$ cat config.mk
export PLATFORM = sky130hd
export DESIGN_NAME = bip_control
export DESIGN_NICKNAME = d
export VERILOG_FILES = /design/src/rtl/bip_control.sv
export SDC_FILE = /design/constraint.sdc
export NUM_CORES = 1
export LEC_CHECK = 0
export BUFFER_PORTS_ARGS = -buffer_cell sky130_fd_sc_hd__buf_2
export CELL_PAD_IN_SITES_DETAIL_PLACEMENT = 0
export CELL_PAD_IN_SITES_GLOBAL_PLACEMENT = 1
export CORE_MARGIN = 2
export CORE_UTILIZATION = 26
export DETAILED_ROUTE_END_ITERATION = 8
export PLACE_DENSITY_LB_ADDON = 0.08
export REMOVE_ABC_BUFFERS = 1
export SLEW_MARGIN = 15
export SYNTH_ARGS = -nofsm -noshare
export SYNTH_HDL_FRONTEND = slang
export SYNTH_SLANG_ARGS = --single-unit
$ cat constraint.sdc
create_clock -name clk -period 1.5 [get_ports clk]
set_input_delay 0.075 -clock clk [delete_from_list [all_inputs] [get_ports clk]]
set_output_delay 0.075 -clock clk [all_outputs]
set_load 0.005 [all_outputs]
$ cat src/rtl/bip_control.sv
`default_nettype none
// ============================================================================
//  Module   : bip_control
//  Purpose  : Instruction sequencer for the accumulator processor. Runs a
//             two-cycle FETCH/EXEC loop over a synchronous-read program
//             memory and drives the accumulator datapath and data-memory
//             control lines from the decoded opcode.
//  Options  : BIP_CYCLE_COUNTER_EN - when defined, cycle_count counts clocks
//             spent in FETCH/EXEC (saturating); otherwise it is tied to 0.
//  Revision : 1.0 - initial release
// ============================================================================
module bip_control #(
  parameter int PC_WIDTH    = 11,
  parameter int INSTR_WIDTH = 16,
  parameter int CNT_WIDTH   = 32
) (
  input  logic                   clk,
  input  logic                   reset,
  input  logic                   start,
  input  logic [INSTR_WIDTH-1:0] instr,
  output logic [PC_WIDTH-1:0]    pc,
  output logic [PC_WIDTH-1:0]    operand,
  output logic [1:0]             sel_a,
  output logic                   sel_b,
  output logic                   wr_acc,
  output logic                   op,
  output logic                   wr_ram,
  output logic                   rd_ram,
  output logic                   halted,
  output logic [CNT_WIDTH-1:0]   cycle_count
);

  localparam int OPC_WIDTH = 5;

  localparam logic [1:0] S_IDLE  = 2'd0;
  localparam logic [1:0] S_FETCH = 2'd1;
  localparam logic [1:0] S_EXEC  = 2'd2;
  localparam logic [1:0] S_HALT  = 2'd3;

  localparam logic [OPC_WIDTH-1:0] OPC_HLT  = 5'b00000;
  localparam logic [OPC_WIDTH-1:0] OPC_STO  = 5'b00001;
  localparam logic [OPC_WIDTH-1:0] OPC_LD   = 5'b00010;
  localparam logic [OPC_WIDTH-1:0] OPC_LDI  = 5'b00011;
  localparam logic [OPC_WIDTH-1:0] OPC_ADD  = 5'b00100;
  localparam logic [OPC_WIDTH-1:0] OPC_ADDI = 5'b00101;
  localparam logic [OPC_WIDTH-1:0] OPC_SUB  = 5'b00110;
  localparam logic [OPC_WIDTH-1:0] OPC_SUBI = 5'b00111;

  logic [1:0]           state_q, state_d;
  logic [PC_WIDTH-1:0]  pc_q, pc_d;
  logic                 halted_q;
  logic [OPC_WIDTH-1:0] opcode;
  logic                 in_exec;

  assign opcode  = instr[INSTR_WIDTH-1 -: OPC_WIDTH];
  assign in_exec = (state_q == S_EXEC);

  // Next-state and program-counter update for the FETCH/EXEC loop
  always_comb begin
    state_d = state_q;
    pc_d    = pc_q;
    case (state_q)
      S_IDLE:  if (start) state_d = S_FETCH;
      S_FETCH: state_d = S_EXEC;
      S_EXEC: begin
        if (opcode == OPC_HLT) begin
          state_d = S_HALT;
        end else begin
          state_d = S_FETCH;
          pc_d    = pc_q + PC_WIDTH'(1);
        end
      end
      default: state_d = S_HALT;
    endcase
  end

  // State, PC and halt flag registers
  always_ff @(posedge clk) begin
    if (reset) begin
      state_q  <= S_IDLE;
      pc_q     <= '0;
      halted_q <= 1'b0;
    end else begin
      state_q  <= state_d;
      pc_q     <= pc_d;
      halted_q <= (state_d == S_HALT);
    end
  end

  // Opcode decode; strobes are live only in EXEC and are killed by reset
  // so that a reset landing mid-instruction never commits a write
  always_comb begin
    sel_a  = 2'b00;
    sel_b  = 1'b0;
    op     = 1'b0;
    wr_acc = 1'b0;
    wr_ram = 1'b0;
    rd_ram = 1'b0;
    if (in_exec && !reset) begin
      case (opcode)
        OPC_STO: wr_ram = 1'b1;
        OPC_LD: begin
          rd_ram = 1'b1;
          wr_acc = 1'b1;
        end
        OPC_LDI: begin
          sel_a  = 2'b01;
          wr_acc = 1'b1;
        end
        OPC_ADD, OPC_SUB: begin
          rd_ram = 1'b1;
          sel_a  = 2'b10;
          op     = (opcode == OPC_SUB);
          wr_acc = 1'b1;
        end
        OPC_ADDI, OPC_SUBI: begin
          sel_a  = 2'b10;
          sel_b  = 1'b1;
          op     = (opcode == OPC_SUBI);
          wr_acc = 1'b1;
        end
        default: ;  // HLT and the NOP range drive no strobes
      endcase
    end
  end

  assign operand = in_exec ? instr[PC_WIDTH-1:0] : '0;
  assign pc      = pc_q;
  assign halted  = halted_q;

`ifdef BIP_CYCLE_COUNTER_EN
  logic [CNT_WIDTH-1:0] cnt_q;

  // Saturating count of clocks spent executing (FETCH or EXEC)
  always_ff @(posedge clk) begin
    if (reset) begin
      cnt_q <= '0;
    end else if ((state_q == S_FETCH || state_q == S_EXEC) && (cnt_q != '1)) begin
      cnt_q <= cnt_q + CNT_WIDTH'(1);
    end
  end

  assign cycle_count = cnt_q;
`else
  assign cycle_count = '0;
`endif

endmodule
`default_nettype wire

==> results of run 1 <==
-- worst max-delay path by stage --
stage	cells past startpoint	from	end	slack [ns]
6_report	5	state_q[0]$_SDFF_PP0_	sel_a[0]	-0.03
5_1_grt	5	state_q[0]$_SDFF_PP0_	sel_a[0]	-0.14
4_1_cts	5	state_q[0]$_SDFF_PP0_	sel_a[0]	-0.05
3_5_place_dp	4	state_q[0]$_SDFF_PP0_	pc[10]$_SDFFE_PP0P_	0.06
3_3_place_gp	5	instr[12]	pc[9]$_SDFFE_PP0P_	0.08
2_1_floorplan	4	state_q[0]$_SDFF_PP0_	rd_ram	0.08
-- registers in the layout, indices dropped and copies added, names as in the netlist --
name	flops
halted	1
pc	11
state_q	2
-- repair_timing --
| item | 4_1_cts | 5_1_grt |
|---|---|---|
| gates resized for setup | 3 | 6 |
| buffers inserted | 1 | 1 |
| pin swaps | 1 | 0 |
| setup endpoints to repair | 6 | 12 |
-- worst max-delay path, cell delays in order (launching register included) --
cell and delay (ns):
dfxtp_2 0.33, and2b_2 0.23, nor4b_4 0.23, nand2_1 0.14, nor3b_2 0.16, buf_2 0.13
-- synthesized netlist by cell type (2+ instances only) --
cell,count,area share
a21oi_1,6,0.029
and2_1,12,0.073
and3_1,4,0.024
buf_4,32,0.23
clkbuf_1,2,0.0073
dfxtp_1,14,0.27
nand2_1,3,0.011
nand4_1,2,0.012
nor2_1,10,0.036
nor3b_1,2,0.015
o211ai_1,3,0.022
o21ai_0,2,0.0097
o21ai_1,3,0.015
or3_1,5,0.030
xor2_1,5,0.042
-- cells in the final DEF, fill, tap and decap left out, drive strengths merged, types with 2 or more instances in the layout --
master  Yosys  routed
a21oi       7       7
and2       12      12
and3        4       4
buf        34      58
clkbuf      2       4
conb        1      32
dfxtp      14      14
nand2       3       3
nand4       2       2
nor2       10      10
nor3b       2       2
o211ai      5       5
o21ai       6       6
or3         5       5
xor2        5       5
-- layer usage --
metal | global-route usage | wire length (um) | up-vias
li1 | - | - | 473
met5 | 0 | 0 | -
met4 | 0.0536 | 21 | 0
met1 | 0.136 | 1050 | 424
met3 | 0.0152 | 236 | 2
met2 | 0.179 | 1120 | 43
-- layout make-up --
class,instances,area (um^2)
timing repair buffer,58,322
inverter,1,3.75
fill,419,2390
clock buffer,4,55.1
sequential,14,283
multi-input combinational,104,627
tap,48,60.1
-- power by group through the flow --
| stage | Sequential [W] | Clock (W) | Combinational, W |
|---|---|---|---|
| 2_1_floorplan | 0.000392 | 0 | 0.0000447 |
| 3_3_place_gp | 0.000390 | 0 | 0.000107 |
| 3_5_place_dp | 0.000390 | 0 | 0.000108 |
| 4_1_cts | 0.000382 | 0.000384 | 0.000114 |
| 5_1_grt | 0.000383 | 0.000403 | 0.000132 |
| 6_report | 0.000382 | 0.000372 | 0.000116 |
-- per-stage QoR --
step	TNS (ns)	total power, W	cell area [um^2]	hold slack, ns	utilization
2_1_floorplan	0	0.000436	887	0.137	-
6_report	-0.0512	0.000871	1350	0.0763	0.361
4_1_cts	-0.151	0.000880	1320	0.0747	0.353
5_1_grt	-0.660	0.000919	1350	0.0800	0.361
3_3_place_gp	0	0.000497	1250	0.324	0.333
3_5_place_dp	0	0.000499	1250	0.330	0.333
-- logic make-up after synthesis --
family,count (synthesis)
buf+inv,37
mux,1
compound gates,20
fa+ha+maj,1
flops,14
simple gates,45
xor+xnor,5
other cells,1
==> flow_metrics.env, run 1 <==
export IMPL_synth_top_family_by_area="simple AND/OR/NAND/NOR gates"
export IMPL_hpwl_mm=1.87
export IMPL_core_um2=3740
export IMPL_crit_type="register to output port"
export IMPL_ant_nets=0
export IMPL_clkTransAtPathRegs_ns=0.06
export IMPL_rows=22
export IMPL_seq_power_share=0.439
export IMPL_fp_dieH_um=67.0
export IMPL_synth_adder_area_share=0.0121
export IMPL_worst_hold_path_type="input pin to register"
export IMPL_synth_edf_count=0
export IMPL_grt_start_max_net_pins=15
export IMPL_setup_violations=4
export IMPL_worstSetupEndpointType="output port"
export IMPL_firstDrtPassIters=4
export IMPL_pwr_share_comb=0.134
export IMPL_cp_start_kind="register"
export IMPL_start_util=0.276
export IMPL_viasPerCell=4.11
export IMPL_total_leakage_power_nw=0.710
export IMPL_violations="negative setup slack"
export IMPL_nets=202
export IMPL_p_clk_frac=0.427
export IMPL_crit_required_ns=1.42
export IMPL_post_place_ws_ns=0.0616
export IMPL_final_max_slew_viol_count=0
export IMPL_grt_usage=0.109
export IMPL_h_tree_depth=1
export IMPL_setup_ws_ns=-0.0287
export IMPL_syn_avg_cell_area_um2=8.33
export IMPL_min_delay_path_depth=3
export IMPL_power_share_switching=0.244
export IMPL_synth_cell_types=34
export IMPL_ys_warnings_count=0
export IMPL_p_int_w=0.000658
export IMPL_clock_path_buffers=2
export IMPL_clock_skew_ns=0.00283
export IMPL_ys_flop_type="dfxtp_1"
export IMPL_muxShareOfSynthArea=0.00969
export IMPL_min_delay_start="start"
export IMPL_cp_max_fo=4
export IMPL_min_period_ns=1.53
export IMPL_grt_pass1_wl_mm=3.68
export IMPL_overflow=0
export IMPL_numCtsBuffers=3
export IMPL_synth_xor_area_share=0.0424
export IMPL_numPlacedInstances=223
export IMPL_r2r_end="pc[10]$_SDFFE_PP0P_"
export IMPL_max_freq_ghz=0.654
export IMPL_hold_violations=0
export IMPL_synth_ff_latch_count=14
export IMPL_drt_wirelength_per_cell_um=10.6
export IMPL_synth_seq_area_share=0.271
export IMPL_num_vias=942
export IMPL_reg2reg_slack_ns=0.13
export IMPL_clock_latency_ns=0.24
export IMPL_pwr_density_cell_nw_per_um2=645
export IMPL_synthCells=124
export IMPL_hold_buffers=0
export IMPL_wirelength_mm=2.43
export IMPL_drtIter0Drc=13
export IMPL_boundaryPins=81
export IMPL_drc=0
export IMPL_num_antenna_cells=0
export IMPL_worstRegToRegCells=4
export IMPL_syn_to_final_growth_pct=30.6
export IMPL_first_global_vias=807
export IMPL_synth_simple_gate_area_frac=0.263
export IMPL_synth_area_um2=1030
export IMPL_cap_violations=0
export IMPL_die_w_um=67.0
export IMPL_outcome="finished with violations"
export IMPL_drive_gt1_frac=0.414
export IMPL_period_share=1.02
export IMPL_layoutNonFillerInstCount=229
export IMPL_worstPathArrival_ns=1.45
export IMPL_async_reset_ff_frac=0
export IMPL_dieArea_um2=4500
export IMPL_p_switching_w=0.000213
export IMPL_antenna_found_initial=0
export IMPL_synth_compound_area_frac=0.140
export IMPL_cts_sinks=14
export IMPL_reg2reg_from="state_q[0]$_SDFF_PP0_"
export IMPL_rsz0062_at_grt="true"
export IMPL_io_buffers=48
export IMPL_ir_drop_mv=0.303
export IMPL_tritoncts="done"
export IMPL_hold_end="state_q[0]$_SDFF_PP0_"
export IMPL_place_congestion=0.723
export IMPL_root_buffer="clkbuf_8"
Power figures use the tool's default switching activity.
==> inputs of run 2 (changes only) <==
--- a/config.mk
+++ b/config.mk
@@ -11,7 +11,7 @@
 export CORE_MARGIN = 2
 export CORE_UTILIZATION = 26
 export DETAILED_ROUTE_END_ITERATION = 8
-export PLACE_DENSITY_LB_ADDON = 0.08
+export PLACE_DENSITY = 0.91
 export REMOVE_ABC_BUFFERS = 1
 export SLEW_MARGIN = 15
 export SYNTH_ARGS = -nofsm -noshare
==> flow_metrics.env, run 2 (synthesis gave the netlist of run 1 again) <==
export IMPL_outcome="finished with violations"
export IMPL_violations="negative setup slack"
export IMPL_cp_start_kind="register"
export IMPL_largest_reg_flops=11
export IMPL_min_period_ns=1.55
export IMPL_grt_usage=0.101
export IMPL_setup_ws_ns=-0.0482
export IMPL_die_w_um=67.0
export IMPL_fp_dieH_um=67.0
export IMPL_viasPerCell=4.15
export IMPL_drtIter0Drc=9
export IMPL_clock_path_buffers=2
export IMPL_final_common_cell="buf_2"
export IMPL_final_cell_mix="47 x buf_2, 32 x conb_1, 12 x dfxtp_1"
export IMPL_clock_skew_ns=0.00423
export IMPL_ir_drop_mv=0.280
export IMPL_fin_util=0.358
export IMPL_reg2reg_slack_ns=-0.01
export IMPL_place_congestion=0.777
export IMPL_crit_start="state_q[0]$_SDFF_PP0_"
export IMPL_io_buffers=48
export IMPL_drive_gt1_frac=0.408
export IMPL_boundaryPins=81
export IMPL_syn_to_final_growth_pct=29.7
export IMPL_wirelength_mm=2.27
export IMPL_nets=200
export IMPL_worstRegToRegCells=6
export IMPL_worstPathArrival_ns=1.47
export IMPL_period_share=1.03
export IMPL_pwr_density_cell_nw_per_um2=653
export IMPL_max_freq_ghz=0.646
export IMPL_fillCellCount=404
export IMPL_hpwl_mm=1.76
export IMPL_final_max_slew_viol_count=0
export IMPL_cap_violations=0
export IMPL_rows=22
export IMPL_hold_violations=0
export IMPL_grt_pass1_wl_mm=3.42
export IMPL_cp_endpoint="sel_b"
export IMPL_setup_violations=9
export IMPL_cp_max_fo=4
export IMPL_drt_wirelength_per_cell_um=10.0
export IMPL_start_util=0.276
export IMPL_core_um2=3740
export IMPL_crit_type="register to output port"
export IMPL_worstSetupEndpointType="output port"
export IMPL_clkTransAtPathRegs_ns=0.06
export IMPL_cts_sinks=14
export IMPL_r2r_end="pc[7]$_SDFFE_PP0P_"
export IMPL_first_global_vias=767
export IMPL_stdcell_area_um2=1340
export IMPL_min_delay_start="start"
export IMPL_h_tree_depth=1
export IMPL_firstDrtPassIters=2
export IMPL_reg2reg_from="state_q[0]$_SDFF_PP0_"
export IMPL_worst_hold_path_type="input pin to register"
export IMPL_place_area_um2=1220
export IMPL_clock_latency_ns=0.25
export IMPL_tritoncts="done"
export IMPL_antenna_found_initial=0
export IMPL_num_vias=941
export IMPL_crit_required_ns=1.42
export IMPL_rsz0062_at_grt="true"
export IMPL_ant_nets=0
export IMPL_overflow=0
export IMPL_root_buffer="clkbuf_8"
export IMPL_total_leakage_power_nw=0.701
export IMPL_dieArea_um2=4500
export IMPL_setup_tns_ns=-0.167
export IMPL_layoutNonFillerInstCount=227
export IMPL_grt_start_max_net_pins=15
export IMPL_numCtsBuffers=3
export IMPL_drc=0
export IMPL_num_antenna_cells=0
export IMPL_numPlacedInstances=220
## run 2: cell count changes in the layout (fill, tap and decap cells not counted)
cell | before | now
buf_6 | 1 | 2
nand2_1 | 3 | 2
and2b_2 | 1 | 0
buf_4 | 10 | 7
nand2_2 | 0 | 1
and2b_1 | 0 | 1
## run 2: stage by stage
| step | setup slack (ns) | power, W | hold slack (ns) |
|---|---|---|---|
| after global routing | -0.148 | 0.000919 | 0.101 |
| after floorplan | 0.0793 | 0.000436 | 0.137 |
| after global placement | 0.0991 | 0.000498 | 0.330 |
| final | -0.0482 | 0.000875 | 0.0651 |
| after CTS | -0.0601 | 0.000876 | 0.0674 |
| after detailed placement | 0.0851 | 0.000500 | 0.333 |
## run 2: layer usage
metal	share of wire	GRT usage
met1	0.41	0.113
met2	0.49	0.176
met3	0.081	0.0236
met4	0.018	0.0536
met5	0	0
## run 2: how the worst min path moves through the flow
| stage | slack, ns | cells after the start | to |
|---|---|---|---|
| floorplan | 0.14 | 1 | pc[7]$_SDFFE_PP0P_ |
| global placement | 0.33 | 3 | state_q[0]$_SDFF_PP0_ |
| detailed placement | 0.33 | 3 | state_q[0]$_SDFF_PP0_ |
| CTS | 0.07 | 3 | state_q[0]$_SDFF_PP0_ |
| global route | 0.10 | 3 | state_q[0]$_SDFF_PP0_ |
| finish | 0.07 | 3 | state_q[0]$_SDFF_PP0_ |
## run 2: area by class of cell
class	instances	area, um^2	area share
inverters	1	3.75	0.00280
well taps	48	60.1	0.0448
clock buffers	4	55.1	0.0411
repair buffers	56	310	0.232
flip-flops and latches	14	283	0.211
multi-input cells	104	628	0.469
## run 2: critical path, cell delays in order, from the launching register on
cell,delay [ns]
dfxtp_2,0.32
and2b_1,0.21
nor4b_4,0.28
buf_4,0.17
and3_1,0.14
buf_2,0.11
## run 2: power breakdown
group,switching [W],internal [W],leakage (nW)
logic,0.0000702,0.0000529,0.558
registers,0.00000425,0.000378,0.114
clock network,0.000136,0.000233,0.0288
## run 2: repair_timing
action                                  CTS  global route
endpoints found under the setup margin    7            11
hold buffers                              0             0
buffers inserted                          1             2
gates resized for setup                   4             6
pin swaps                                 0            14
cloned                                    0             0
==> inputs of run 3 (changes only) <==
--- a/config.mk
+++ b/config.mk
@@ -12,6 +12,7 @@
 export CORE_UTILIZATION = 26
 export DETAILED_ROUTE_END_ITERATION = 8
 export PLACE_DENSITY = 0.91
+export RECOVER_POWER = 25
 export REMOVE_ABC_BUFFERS = 1
 export SLEW_MARGIN = 15
 export SYNTH_ARGS = -nofsm -noshare
==> constraint.sdc (replaced) <==
create_clock -name clk -period 1.5 [get_ports clk]
set_input_delay 0.075 -clock clk [delete_from_list [all_inputs] [get_ports clk]]
set_output_delay 0.075 -clock clk [all_outputs]
set_load 0.05 [all_outputs]
==> flow_metrics.env, run 3 (synthesis gave the netlist of run 1 again) <==
export IMPL_outcome="finished with violations"
export IMPL_violations="negative setup slack"
export IMPL_wirelength_mm=2.38
export IMPL_core_um2=3740
export IMPL_min_period_ns=1.60
export IMPL_cp_max_fo=3
export IMPL_fp_dieH_um=67.0
export IMPL_rsz0062_at_grt="true"
export IMPL_crit_required_ns=1.42
export IMPL_rows=22
export IMPL_viasPerCell=4.14
export IMPL_final_common_cell="buf_2"
export IMPL_clock_skew_ns=0.00106
export IMPL_h_tree_depth=1
export IMPL_multi_input_area_um2=651
export IMPL_worstSetupEndpointType="output port"
export IMPL_tightest_slew_ns=0.612
export IMPL_grt_pass1_wl_mm=3.46
export IMPL_first_global_vias=776
export IMPL_tritoncts="done"
export IMPL_nets=203
export IMPL_setup_tns_ns=-0.592
export IMPL_place_congestion=0.738
export IMPL_worst_hold_path_type="input pin to register"
export IMPL_grt_usage=0.102
export IMPL_root_buffer="clkbuf_8"
export IMPL_max_freq_ghz=0.624
export IMPL_setup_ws_ns=-0.104
export IMPL_dieArea_um2=4500
export IMPL_numCtsBuffers=3
export IMPL_power_total_w=0.00107
export IMPL_min_delay_path_depth=3
export IMPL_drtIter0Drc=13
export IMPL_pwr_density_cell_nw_per_um2=755
export IMPL_cts_sinks=14
export IMPL_ir_drop_mv=0.209
export IMPL_worstPathArrival_ns=1.53
export IMPL_final_cell_mix="35 x buf_2, 32 x conb_1, 13 x dfxtp_1"
export IMPL_antenna_found_initial=0
export IMPL_clkTransAtPathRegs_ns=0.06
export IMPL_worstRegToRegCells=5
export IMPL_hpwl_mm=1.77
export IMPL_io_buffers=48
export IMPL_drive_gt1_frac=0.401
export IMPL_num_vias=952
export IMPL_fillCellCount=407
export IMPL_final_max_slew_viol_count=0
export IMPL_hold_violations=0
export IMPL_largest_reg_flops=11
export IMPL_power_share_switching=0.379
export IMPL_crit_type="register to output port"
export IMPL_cp_start_kind="register"
export IMPL_period_share=1.07
export IMPL_drc=0
export IMPL_slew_headroom=0.594
export IMPL_p_clk_frac=0.347
export IMPL_clock_path_buffers=2
export IMPL_die_w_um=67.0
export IMPL_seq_power_share=0.357
export IMPL_drt_wirelength_per_cell_um=10.4
export IMPL_overflow=0
export IMPL_firstDrtPassIters=4
export IMPL_cap_violations=0
export IMPL_start_util=0.276
export IMPL_clock_latency_ns=0.25
export IMPL_num_antenna_cells=0
export IMPL_regArea_um2=282
export IMPL_p_int_w=0.000663
export IMPL_setup_violations=7
export IMPL_pwr_share_comb=0.296
export IMPL_p_switching_w=0.000405
export IMPL_grt_start_max_net_pins=15
export IMPL_boundaryPins=81
export IMPL_hold_buffers=0
export IMPL_syn_to_final_growth_pct=36.8
export IMPL_total_leakage_power_nw=0.693
export IMPL_ant_nets=0
## run 3: changes by cell type in the layout (fill, tap and decap cells not counted), moves of 2 or more
cell / before / now
buf_8: 0 / 2
clkbuf_1: 0 / 6
buf_2: 47 / 35
buf_6: 2 / 4
or3_1: 5 / 3
or3_4: 0 / 2
buf_4: 7 / 11
## run 3: worst max-delay path, cell delays in order, from the launching register on
cell and delay [ns]:
dfxtp_2 0.32, and2b_1 0.20, nor4b_4 0.26, o21a_1 0.20
nor2b_4 0.14, buf_6 0.16
## run 3: repair_timing
action,4_1_cts,5_1_grt
endpoints found under the hold margin,0,0
buffers inserted,1,1
resized for setup,18,10
setup endpoints to repair,7,12
pin swaps,0,6
## run 3: path summary, 6_finish.rpt
path / end / slack (ns) / startpoint
setup reg to reg: pc[8]$_SDFFE_PP0P_ / 0.01 / state_q[0]$_SDFF_PP0_
hold reg to reg: pc[10]$_SDFFE_PP0P_ / 0.48 / pc[10]$_SDFFE_PP0P_
setup / recovery: rd_ram / -0.10 / state_q[0]$_SDFF_PP0_
hold / removal: state_q[0]$_SDFF_PP0_ / 0.06 / start
## run 3: stage by stage
stage          utilization  instance area [um^2]  setup slack (ns)  cells  hold WS (ns)
2_1_floorplan            -                   887            -0.851    119         0.137
3_3_place_gp         0.335                  1250            0.0705    224         0.315
3_5_place_dp         0.335                  1250            0.0366    224         0.318
4_1_cts              0.368                  1380           -0.0963    229        0.0596
5_1_grt              0.378                  1410            -0.175    230        0.0742
6_report             0.378                  1410            -0.104    230        0.0575
## run 3: layout make-up
cell class                 count  share of cell area
sequential                    14               0.199
clock buffer                   4              0.0389
tap                           48              0.0425
timing repair buffer          59               0.257
inverter                       1             0.00265
multi-input combinational    104               0.460
## run 3: power by group through the flow
stage | Combinational, W | Clock, W | Sequential [W]
floorplan | 0.000231 | 0 | 0.000399
global route | 0.000332 | 0.000397 | 0.000381
finish | 0.000316 | 0.000370 | 0.000381
detailed placement | 0.000307 | 0 | 0.000389
global placement | 0.000306 | 0 | 0.000389
CTS | 0.000315 | 0.000384 | 0.000381
## run 3: per-layer routing
layer	up-vias	routed length, um	track usage
met5	-	0	0
met4	0	36	0.0459
met3	5	207	0.0304
met2	46	1240	0.177
met1	426	894	0.115
li1	475	-	-
